### src/rtl/ll_pkg.sv
// Shared types and BCD helpers for the lunar lander status controller.
package ll_pkg;

    typedef enum logic [1:0] {
        FLY     = 2'd0,
        LANDED  = 2'd1,
        CRASHED = 2'd2
    } ll_state_t;

    localparam int unsigned      DIGIT_W   = 4;
    localparam logic [DIGIT_W-1:0] NEG_DIGIT = 4'd5;

    // 10's-complement sign: the most significant digit carries the sign.
    function automatic logic bcd_is_neg(input logic [DIGIT_W-1:0] ms_digit);
        return ms_digit >= NEG_DIGIT;
    endfunction

endpackage

### src/rtl/ll_status_fsm_if.sv
// Status controller bus: physics inputs in, status/display outputs out.
interface ll_status_fsm_if #(
    parameter int W = 16
);
    logic         tick;
    logic         restart;
    logic [W-1:0] alt;
    logic [W-1:0] vel;
    logic [W-1:0] thrust;
    logic [W-1:0] fuel;
    logic [1:0]   state;
    logic         land;
    logic         crash;
    logic         wen;
    logic         thrust_en;
    logic         fuel_out;
    logic [W-1:0] impact_vel;
    logic         blink;

    modport master (
        output tick, restart, alt, vel, thrust, fuel,
        input  state, land, crash, wen, thrust_en, fuel_out, impact_vel, blink
    );

    modport slave (
        input  tick, restart, alt, vel, thrust, fuel,
        output state, land, crash, wen, thrust_en, fuel_out, impact_vel, blink
    );

endinterface

### src/rtl/bcd_addsub_n.sv
// Ripple BCD adder/subtractor over DIGITS digits; op=1 computes a-b via 9's complement.
module bcd_addsub_n
    import ll_pkg::*;
#(
    parameter int DIGITS = 4
) (
    input  logic [DIGIT_W*DIGITS-1:0] a,
    input  logic [DIGIT_W*DIGITS-1:0] b,
    input  logic                      op,
    output logic [DIGIT_W*DIGITS-1:0] sum
);

    logic [DIGIT_W-1:0] b_dig;
    logic [DIGIT_W:0]   raw;
    logic               carry;

    // Carry out of the top digit is dropped, giving 10's-complement wrap.
    always_comb begin
        sum   = '0;
        b_dig = '0;
        raw   = '0;
        carry = op;
        for (int i = 0; i < DIGITS; i++) begin
            b_dig = op ? (4'd9 - b[i*DIGIT_W +: DIGIT_W]) : b[i*DIGIT_W +: DIGIT_W];
            raw   = {1'b0, a[i*DIGIT_W +: DIGIT_W]} + {1'b0, b_dig} + {4'b0000, carry};
            if (raw > 5'd9) begin
                sum[i*DIGIT_W +: DIGIT_W] = raw[DIGIT_W-1:0] + 4'd6;
                carry                     = 1'b1;
            end else begin
                sum[i*DIGIT_W +: DIGIT_W] = raw[DIGIT_W-1:0];
                carry                     = 1'b0;
            end
        end
    end

endmodule

### src/rtl/ll_status_fsm.sv
// Landing/crash status controller: evaluates touchdown once per tick, freezes
// the state memory in terminal states and supports restart without reset.
module ll_status_fsm
    import ll_pkg::*;
#(
    parameter int                    DIGITS     = 4,
    parameter logic [4*DIGITS-1:0]   SAFE_VEL   = 16'h9970,
    parameter logic [4*DIGITS-1:0]   MAX_THRUST = 16'h0005,
    parameter int                    CNT_W      = 8,
    parameter int                    BLINK_BIT  = 3
) (
    input  logic           clk,
    input  logic           rst,
    ll_status_fsm_if.slave bus
);

    localparam int W = DIGIT_W * DIGITS;

    ll_state_t         state_q, state_d;
    logic              wen_q, wen_d;
    logic              fuel_out_q, fuel_out_d;
    logic [W-1:0]      impact_vel_q, impact_vel_d;
    logic [CNT_W-1:0]  end_cnt_q, end_cnt_d;

    logic [W-1:0]      sum;
    logic              hit;
    logic              vel_too_fast;
    logic              thrust_too_high;
    logic              terminal;

    function automatic logic bcd_lt(input logic [W-1:0] a, input logic [W-1:0] b);
        logic a_neg;
        logic b_neg;
        a_neg = bcd_is_neg(a[W-1 -: DIGIT_W]);
        b_neg = bcd_is_neg(b[W-1 -: DIGIT_W]);
        if (a_neg != b_neg) return a_neg;
        return a < b;
    endfunction

    bcd_addsub_n #(.DIGITS(DIGITS)) u_alt_sum (
        .a   (bus.alt),
        .b   (bus.vel),
        .op  (1'b0),
        .sum (sum)
    );

    // Touching or below ground: altitude plus this tick's velocity reaches zero.
    assign hit             = (sum == '0) || bcd_is_neg(sum[W-1 -: DIGIT_W]);
    assign vel_too_fast    = bcd_lt(bus.vel, SAFE_VEL);
    assign thrust_too_high = bus.thrust > MAX_THRUST;
    assign terminal        = (state_q == LANDED) || (state_q == CRASHED);

    always_comb begin
        state_d      = state_q;
        fuel_out_d   = fuel_out_q;
        impact_vel_d = impact_vel_q;
        end_cnt_d    = end_cnt_q;

        case (state_q)
            FLY: begin
                if (bus.tick) begin
                    if (hit) begin
                        impact_vel_d = bus.vel;
                        state_d      = (vel_too_fast || thrust_too_high) ? CRASHED : LANDED;
                    end else if (bus.fuel == '0) begin
                        fuel_out_d = 1'b1;
                    end
                end
            end
            LANDED, CRASHED: begin
                if (bus.restart) begin
                    state_d      = FLY;
                    end_cnt_d    = '0;
                    fuel_out_d   = 1'b0;
                    impact_vel_d = '0;
                end else if (bus.tick && (end_cnt_q != {CNT_W{1'b1}})) begin
                    end_cnt_d = end_cnt_q + 1'b1;
                end
            end
            default: state_d = FLY;
        endcase

        wen_d = (state_d == FLY);
    end

    always_ff @(posedge clk or posedge rst) begin
        if (rst) begin
            state_q      <= FLY;
            wen_q        <= 1'b0;
            fuel_out_q   <= 1'b0;
            impact_vel_q <= '0;
            end_cnt_q    <= '0;
        end else begin
            state_q      <= state_d;
            wen_q        <= wen_d;
            fuel_out_q   <= fuel_out_d;
            impact_vel_q <= impact_vel_d;
            end_cnt_q    <= end_cnt_d;
        end
    end

    assign bus.state      = state_q;
    assign bus.land       = (state_q == LANDED);
    assign bus.crash      = (state_q == CRASHED);
    assign bus.wen        = wen_q;
    assign bus.thrust_en  = wen_q & ~fuel_out_q;
    assign bus.fuel_out   = fuel_out_q;
    assign bus.impact_vel = impact_vel_q;
    assign bus.blink      = terminal & end_cnt_q[BLINK_BIT];

endmodule

### src/flat_wrapper.sv
// flat-port wrapper written by rule: the top's interface ports become plain ports
module ll_status_fsm_flat import ll_pkg::*;
#(
    parameter int                    DIGITS     = 4,
    parameter logic [4*DIGITS-1:0]   SAFE_VEL   = 16'h9970,
    parameter logic [4*DIGITS-1:0]   MAX_THRUST = 16'h0005,
    parameter int                    CNT_W      = 8,
    parameter int                    BLINK_BIT  = 3
)
  (clk, rst, bus_tick, bus_restart, bus_alt, bus_vel, bus_thrust, bus_fuel, bus_state, bus_land, bus_crash, bus_wen, bus_thrust_en, bus_fuel_out, bus_impact_vel, bus_blink);
  ll_status_fsm_if #(.W(16)) bus_i ();
  input  logic clk;
  input  logic rst;
  input wire logic [$bits(bus_i.tick)-1:0] bus_tick;
  input wire logic [$bits(bus_i.restart)-1:0] bus_restart;
  input wire logic [$bits(bus_i.alt)-1:0] bus_alt;
  input wire logic [$bits(bus_i.vel)-1:0] bus_vel;
  input wire logic [$bits(bus_i.thrust)-1:0] bus_thrust;
  input wire logic [$bits(bus_i.fuel)-1:0] bus_fuel;
  output wire logic [$bits(bus_i.state)-1:0] bus_state;
  output wire logic [$bits(bus_i.land)-1:0] bus_land;
  output wire logic [$bits(bus_i.crash)-1:0] bus_crash;
  output wire logic [$bits(bus_i.wen)-1:0] bus_wen;
  output wire logic [$bits(bus_i.thrust_en)-1:0] bus_thrust_en;
  output wire logic [$bits(bus_i.fuel_out)-1:0] bus_fuel_out;
  output wire logic [$bits(bus_i.impact_vel)-1:0] bus_impact_vel;
  output wire logic [$bits(bus_i.blink)-1:0] bus_blink;
  assign bus_i.tick = bus_tick;
  assign bus_i.restart = bus_restart;
  assign bus_i.alt = bus_alt;
  assign bus_i.vel = bus_vel;
  assign bus_i.thrust = bus_thrust;
  assign bus_i.fuel = bus_fuel;
  assign bus_state = bus_i.state;
  assign bus_land = bus_i.land;
  assign bus_crash = bus_i.crash;
  assign bus_wen = bus_i.wen;
  assign bus_thrust_en = bus_i.thrust_en;
  assign bus_fuel_out = bus_i.fuel_out;
  assign bus_impact_vel = bus_i.impact_vel;
  assign bus_blink = bus_i.blink;
  ll_status_fsm #(.DIGITS(DIGITS), .SAFE_VEL(SAFE_VEL), .MAX_THRUST(MAX_THRUST), .CNT_W(CNT_W), .BLINK_BIT(BLINK_BIT)) u_core (.clk(clk), .rst(rst), .bus(bus_i));
endmodule
### config.mk
export PLATFORM = sky130hd
export DESIGN_NAME = ll_status_fsm_flat
export DESIGN_NICKNAME = d
export VERILOG_FILES = /design/src/rtl/ll_pkg.sv /design/src/rtl/ll_status_fsm_if.sv /design/src/rtl/bcd_addsub_n.sv /design/src/rtl/ll_status_fsm.sv /design/src/flat_wrapper.sv
export SDC_FILE = /design/constraint.sdc
export NUM_CORES = 1
export LEC_CHECK = 0
export ABC_AREA = 0
export BUFFER_PORTS_ARGS = -buffer_cell sky130_fd_sc_hd__buf_4
export CORE_ASPECT_RATIO = 2
export CORE_MARGIN = 3
export CORE_UTILIZATION = 35
export DETAILED_ROUTE_END_ITERATION = 7
export GPL_ROUTABILITY_DRIVEN = 0
export PLACE_DENSITY = 0.66
export SLEW_MARGIN = 20
export SYNTH_ARGS = -nofsm -noshare
export SYNTH_HDL_FRONTEND = slang
export SYNTH_SLANG_ARGS = --single-unit
### constraint.sdc
create_clock -name clk -period 1.96 [get_ports clk]
set_input_delay 0.098 -clock clk [delete_from_list [all_inputs] [get_ports clk]]
set_output_delay 0.098 -clock clk [all_outputs]
set_load 0.02 [all_outputs]
# [Word-level counts from Yosys, hierarchy flattened]
# Cells that the tools add are included.
[totals] regBits=28 output_inout_bits=24 in_bits=68
[op_classes] n_reduce_logical=14 mux=24 n_eq_ne=8 add_sub_neg=12 n_lt_le_gt_ge=8 bitwise_logic=3
[ops] op="$mux W16" n=3
[ops] op="$logic_not A16 Y1" n=2
[ops] op="$pmux W16 S2" n=1
[ops] op="$add A4 B4 Y5" n=4
[ops] op="$gt A5 B4 Y1 const B" n=4
[ops] op="$add A4 B3 Y4 const B" n=4
[ops] op="$gt A16 B3 Y1 const B" n=1
[ops] op="$lt A16 B16 Y1 const B" n=1
[ops] op="$mux W4" n=4
[ops] op="$mux W8" n=2
[ops] op="$add A5 B1 Y5" n=3
[ops] op="$add A8 B1 Y8 const B" n=1
[ops] op="$ge A4 B3 Y1 const B" n=2
[ops] op="$mux W1" n=8
[ops] op="$mux W2" n=4
[ops] op="$ne A8 B8 Y1 const B" n=1
[ops] op="$ne A2 B2 Y1 const B" n=3
[ops] op="$reduce_and A5 Y1" n=1
[ops] op="$logic_not A2 Y1" n=2
[ops] op="$ne A2 B1 Y1 const B" n=2
[ops] op="$pmux W2 S2" n=1
[ops] op="$reduce_and A4 Y1" n=1
[ops] op="$reduce_bool A2 Y1" n=2
[ops] op="$logic_or A1 B1 Y1" n=3
[ops] op="other kinds (8)" n=9

# [Longest topological paths before layout]
[logic_depth] ltp_word=18 mapped_depth=35 ltp_nobuf=34

# [Modules after synthesis]
# A second synthesis with hierarchy kept.
[hier_totals] cells_unflattened=278 hier_area_um2=2621.3
[by_module_without_submodules] mod="ll_status_fsm" area_per_inst_um2=1542.7 n_inst=1 cells_per_inst=146
[by_module_without_submodules] mod="bcd_addsub_n" area_per_inst_um2=1078.5 n_inst=1 cells_per_inst=132

# [Worst setup path before layout]
# Ideal clock, no wire load.
[synth_timing] path_type="input-to-reg" start="input bus_vel[0]" end="register u_core.impact_vel_q[0], in the netlist u_core.bus.impact_vel[0]" arrival_time_ps=7584 t_required_ps=1894 stages=32 path_slack_ps=-5690 path_cell_list="ha_1 inv_1 fa_1 xor2_1 ha_1 a32oi_1 a311o_1 fa_1 fa_1 xnor2_1 ha_1 a32o_1 o31ai_1 fa_1 fa_1 xnor2_1 ha_1 a32o_1 o31ai_2 fa_1 fa_1 xnor2_1 ha_1 nand2_1 a32o_2 a2111oi_2 a211o_2 nand4_2 o221a_4 nor3_4 buf_6 a22o_1"
[synth_between] elab_chain_cells=16 elab_cells_between_ends=27
[synth_lines] item="from (decl)" line="flat_wrapper.sv:17" source="input wire logic [$bits(bus_i.vel)-1:0] bus_vel;"
[synth_lines] item="$add A4 B4 Y5" line="bcd_addsub_n.sv:25" source="raw = {1'b0, a[i*DIGIT_W +: DIGIT_W]} + {1'b0, b_dig} + {4'b0000, carry};"
[synth_lines] item="$gt A5 B4 Y1" line="bcd_addsub_n.sv:26" source="if (raw > 5'd9) begin"
[synth_lines] item="$mux W1" line="bcd_addsub_n.sv:26"
[synth_lines] item="$add A5 B1 Y5" line="bcd_addsub_n.sv:25"
[synth_lines] item="$gt A5 B4 Y1" line="bcd_addsub_n.sv:26"
[synth_lines] item="$mux W1" line="bcd_addsub_n.sv:26"
[synth_lines] item="$add A5 B1 Y5" line="bcd_addsub_n.sv:25"
[synth_lines] item="$gt A5 B4 Y1" line="bcd_addsub_n.sv:26"
[synth_lines] item="$mux W1" line="bcd_addsub_n.sv:26"
[synth_lines] item="$add A5 B1 Y5" line="bcd_addsub_n.sv:25"
[synth_lines] item="$add A4 B3 Y4 / $gt A5 B4 Y1 (equally long branches)" line="bcd_addsub_n.sv:27, bcd_addsub_n.sv:26"
[synth_lines] item="$mux W4" line="bcd_addsub_n.sv:26"
[synth_lines] item="$ge A4 B3 Y1 / $logic_not A16 Y1 (equally long branches)" line="ll_pkg.sv:15, ll_status_fsm.sv:48"
[synth_lines] item="$logic_or A1 B1 Y1" line="ll_status_fsm.sv:48" source="assign hit = (sum == '0) || bcd_is_neg(sum[W-1 -: DIGIT_W]);"
[synth_lines] item="$ne A2 B1 Y1 (no source line)"
[synth_lines] item="$reduce_and A4 Y1 (no source line)"
[synth_lines] item="to (signal assigned)" line="ll_status_fsm.sv:97" source="impact_vel_q <= impact_vel_d;"
[synth_lines] item="to (decl)" line="ll_status_fsm.sv:22" source="logic [W-1:0] impact_vel_q, impact_vel_d;"
# Parallel ways exist; a longest one is shown, timed or not. The select of a mux whose other input is x is not followed.
# A chain may end at the register's enable or synchronous reset.

# [Final worst setup path]
# Ends and elaborated chain as after synthesis.

==> run summary <==
The longest individual stage delay on the worst path is 0.46 ns. The count of buffer and inverter cells on the critical path came out at 5. The largest buffer count on any clock path is 2. The smallest clock period supported by the final layout is computed as 7.37 ns. The clock-pin slew on the worst setup and hold paths came out at 0.06 ns.

The cell that appears most often on the critical path is sky130_fd_sc_hd__fa_2. The peak supply drop is 0.585 mV. The part of the total power dissipated in sequential elements is 0.220.

The final layout contains routed wiring with a total length of 8340 um. The required time of the worst setup path came out at 2.15 ns. Each instance of the synthesized netlist takes up on average 9.72 um2. The number of endpoints with negative hold slack in the final report is 0. The combinational fraction of design power came out at 0.667. The number of nets produced by synthesis is 355.

The pin slew with the least headroom to its limit is 0.575 ns. The number of setup violations in the final report came out at 20. The vias after detailed routing came out at 2715. The analysis attributes to cell leakage a power of 2.05 nW. The total overflow left after global routing is 0. The initial detailed-routing violation count is 108. The timing-limited maximum frequency is 0.136 GHz. The final number of max-transition violations came out at 0. The sequential cell area fraction in the yosys report came out at 0.284.

The first TritonRoute pass finished after 4 iterations. The synthesis-stage register bit count is 28. The worst-case clock skew is 0.00296 ns.

The library cells used most frequently in the layout, excluding fill and tap cells, are 155 x sky130_fd_sc_hd__buf_4, 28 x sky130_fd_sc_hd__dfrtp_1, 16 x sky130_fd_sc_hd__nand2_1, 16 x sky130_fd_sc_hd__ha_1, 14 x sky130_fd_sc_hd__inv_1. The number of stages on the worst hold path is 2. The final reports fail on setup timing. The number of antenna violations at the first check in global routing came out at 0. The kind of cell with the highest combined delay along the critical path is adder cells.

The worst hold path belongs to the class primary input to register. The nature of the critical path startpoint is a primary input. The initial core utilization is 0.367. The internal portion of the total power is 0.00258 W.

The count of nets left with antenna violations after detail routing came out at 0. The area inside the core boundary is 6730 um2. The number of global-route vias before repair came out at 2897.

The combined global-route utilization of all metal layers is 0.202. The share of synthesized area spent on multiplexers came out at 0.0167. The logic depth of the worst register-to-register path came out at 9. Of the total power, the share spent switching nets is 0.404. The number of sinks driven by the clock tree came out at 28. The number of port buffers is 90. The share of the synthesized area in compound gates (AO/OA/AOI/OAI) came out at 0.275. The final critical-path share of the clock period is 3.76. Setup slack on the worst reg-to-reg path comes out at 0.14 ns. For hold timing, the worst endpoint is u_core.bus.impact_vel[0]. On the critical path, the stage with the largest delay is an instance of sky130_fd_sc_hd__fa_2. The clock share of power is 0.114. The clock buffer count from CTS is 3.

The finished cells cover 4210 um2. The instance area after placement came out at 3740 um2. The library cell used most frequently in the layout, excluding fill and tap cells, is sky130_fd_sc_hd__buf_4. In the synthesized netlist the dominant register cell turns out to be sky130_fd_sc_hd__dfrtp_1.

Synthesis handed over a netlist of 254 instances. The maximum fanout count along the critical path is 8. The number of nets at the end of the flow is 519.

The post-synthesis xor/xnor area fraction is 0.0339. The synthesized-area fraction occupied by adder cells came out at 0.188. The run finished, with violations left. The total power divided by cell area came out at 1030 nW/um2.

In this run the critical register-to-register path is captured at u_core.end_cnt_q[7]. TritonCTS built the clock tree. The start point of the worst hold path is bus_vel[0].

The clock insertion delay at the later pin of the skew report came out at 0.26 ns. Summed over all nets, the half-perimeter wirelength after detailed placement is 6580 um. The vertical die dimension came out at 125 um. The number of enable flip-flop cells after synthesis came out at 0. The per-cell via count in the routed design came out at 5.38. The per-cell routed wire length is 16.5 um.

The worst pin sits at a relative slew slack of 0.613. The count of unresolved DRC violations after routing came out at 0. The number of fill cells in the layout came out at 583. The first-pass GRT wire length is 13000 um. The number of core rows is 42. The number of top-level pins is 92. The startpoint of the worst register-to-register path is u_core.end_cnt_q[1].

The share of post-route cells with drive strength above 1 came out at 0.554. The number of levels in the clock H-tree came out at 1. The master cell of the clock root buffer is sky130_fd_sc_hd__clkbuf_16. From left edge to right edge, the die measures 65.4 um.

The floorplan die area is 8160 um2. Max-cap violations in this run came to 0. The number of distinct standard cells referenced by the synthesized netlist came out at 60. The summed negative setup slack over all endpoints is -107.16 ns.

After synthesis the cells add up to 2470 um2. The dominant combinational cell family by area after synthesis is compound AO/OA/AOI/OAI gates. The endpoint class of the critical path is a register. From synthesis to final layout, the design area changed by 70.3%. The power dissipated by switching net loads came out at 0.00175 W.

Setup repair after global routing could not meet its margin everywhere. The async set-or-reset flop fraction in the synthesized netlist came out at 1.00. The diode insertion count for antenna repair is 0. The final setup slack of the worst path came out at -5.41 ns. The maximum number of pins on one net before global-route repair is 29. Data on the critical path arrives at its endpoint at 7.56 ns.

During synthesis, Yosys emitted a total of 0 warnings. The critical path is of the primary input to register type. The simple-gate share of the synthesized area is 0.161.
power by group through the flow:
| stage | clock (W) | sequential, W | combinational (W) |
|---|---|---|---|
| after floorplan | 0 | 0.00114 | 0.00120 |
| after global placement | 0 | 0.000957 | 0.00233 |
| after detailed placement | 0 | 0.000954 | 0.00239 |
| after CTS | 0.000506 | 0.000946 | 0.00268 |
| after global routing | 0.000534 | 0.000970 | 0.00309 |
| final | 0.000493 | 0.000951 | 0.00289 |
worst reg2reg max path, stage by stage (launching register included):
cell	delay, ns
sky130_fd_sc_hd__dfrtp_1	0.40
sky130_fd_sc_hd__ha_2	0.19
sky130_fd_sc_hd__and3_1	0.20
sky130_fd_sc_hd__nand3_2	0.09
sky130_fd_sc_hd__o21a_1	0.15
sky130_fd_sc_hd__o21ai_1	0.08
sky130_fd_sc_hd__nor2_1	0.21
sky130_fd_sc_hd__nand4_1	0.14
sky130_fd_sc_hd__xor2_1	0.16
sky130_fd_sc_hd__a21oi_1	0.12
layout make-up:
cell class	count	area, um2	area share
clock buffers	4	88.8	0.0211
repair buffers	163	1280	0.305
multi-input cells	204	1960	0.465
well taps	88	110	0.0262
inverters	18	67.6	0.0161
flip-flops and latches	28	701	0.167
flip-flops by register name, indices dropped and copies added (netlist names):
signal / cells
u_core.bus.state: 2
u_core.bus.fuel_out: 1
u_core.end_cnt_q: 8
u_core.bus.wen: 1
u_core.bus.impact_vel: 16
worst max-delay path by stage:
stage / cells after the start / slack [ns] / endpoint / from
6_report: 35 / -5.41 / u_core.bus.impact_vel[0] / bus_vel[0]
5_1_grt: 36 / -5.69 / u_core.bus.impact_vel[11] / bus_vel[0]
4_1_cts: 36 / -5.31 / u_core.bus.impact_vel[0] / bus_alt[0]
3_5_place_dp: 34 / -5.78 / u_core.bus.impact_vel[9] / bus_vel[0]
3_3_place_gp: 34 / -5.61 / u_core.bus.impact_vel[9] / bus_vel[0]
2_1_floorplan: 33 / -5.34 / u_core.bus.impact_vel[0] / bus_vel[0]
kinds of logic after synthesis:
group / Yosys count
xor gates and xnor gates: 8
muxes: 4
buffers and inverters: 22
and+or+nand+nor: 73
AOI/OAI and AO/OA: 86
DFF: 28
adders and majority gates: 33
timing repair:
item                                   CTS  global route
resized for setup                       28            19
endpoints found under the hold margin   28             0
cloned                                   1             0
setup endpoints to repair               21            23
setup buffers                            9             6
pin swaps                               43            26
hold buffers                             1             0
cell usage after synthesis (2+ instances only):
master                      number  area, um2
sky130_fd_sc_hd__nand2b_1        6       37.5
sky130_fd_sc_hd__o2111ai_1       2       17.5
sky130_fd_sc_hd__xor2_1          4       35.0
sky130_fd_sc_hd__a22o_1         11       96.3
sky130_fd_sc_hd__o32ai_1         2       17.5
sky130_fd_sc_hd__dfrtp_1        28        701
sky130_fd_sc_hd__a32o_1          2       20.0
sky130_fd_sc_hd__and3_1          5       31.3
sky130_fd_sc_hd__nand4_1         2       12.5
sky130_fd_sc_hd__a21oi_1        15       75.1
sky130_fd_sc_hd__a22o_2          6       60.1
sky130_fd_sc_hd__o21ai_0        12       60.1
sky130_fd_sc_hd__mux2i_1         3       30.0
sky130_fd_sc_hd__inv_1          18       67.6
sky130_fd_sc_hd__nor3_1          2       10.0
sky130_fd_sc_hd__o311ai_0        3       26.3
sky130_fd_sc_hd__a21o_2          2       17.5
sky130_fd_sc_hd__nor4_1          6       37.5
sky130_fd_sc_hd__or2_2           2       12.5
sky130_fd_sc_hd__a311o_1         2       20.0
sky130_fd_sc_hd__nor2_1         13       48.8
sky130_fd_sc_hd__a21o_1          4       30.0
sky130_fd_sc_hd__and2_1          3       18.8
sky130_fd_sc_hd__nand3_1         5       25.0
sky130_fd_sc_hd__o21a_1          2       15.0
sky130_fd_sc_hd__o31ai_1         4       30.0
sky130_fd_sc_hd__a31oi_1         2       12.5
sky130_fd_sc_hd__nand2_1        19       71.3
sky130_fd_sc_hd__ha_1           26        325
sky130_fd_sc_hd__nor2b_1         4       25.0
sky130_fd_sc_hd__fa_1            7        140
sky130_fd_sc_hd__o211a_1         2       20.0
sky130_fd_sc_hd__xnor2_1         3       26.3
through the flow:
stage	power, W	cells	setup slack [ns]	util	hold WS (ns)
after CTS	0.00413	499	-5.31	0.604	0.0893
after floorplan	0.00234	254	-5.34	-	0.163
final	0.00433	505	-5.41	0.625	0.0900
after detailed placement	0.00334	485	-5.78	0.556	0.196
after global placement	0.00329	485	-5.61	0.556	0.189
after global routing	0.00459	505	-5.69	0.625	0.0819
routing by layer:
layer / share of wire / wire (um) / up-vias / track usage
met5: 0 / 0 / - / 0
met4: 0.029 / 244 / 0 / 0.0709
met3: 0.037 / 310 / 19 / 0.0153
met2: 0.60 / 5020 / 86 / 0.417
met1: 0.33 / 2760 / 1318 / 0.192
li1: - / - / 1292 / -
No activity file was read; power rests on OpenSTA's default activity.
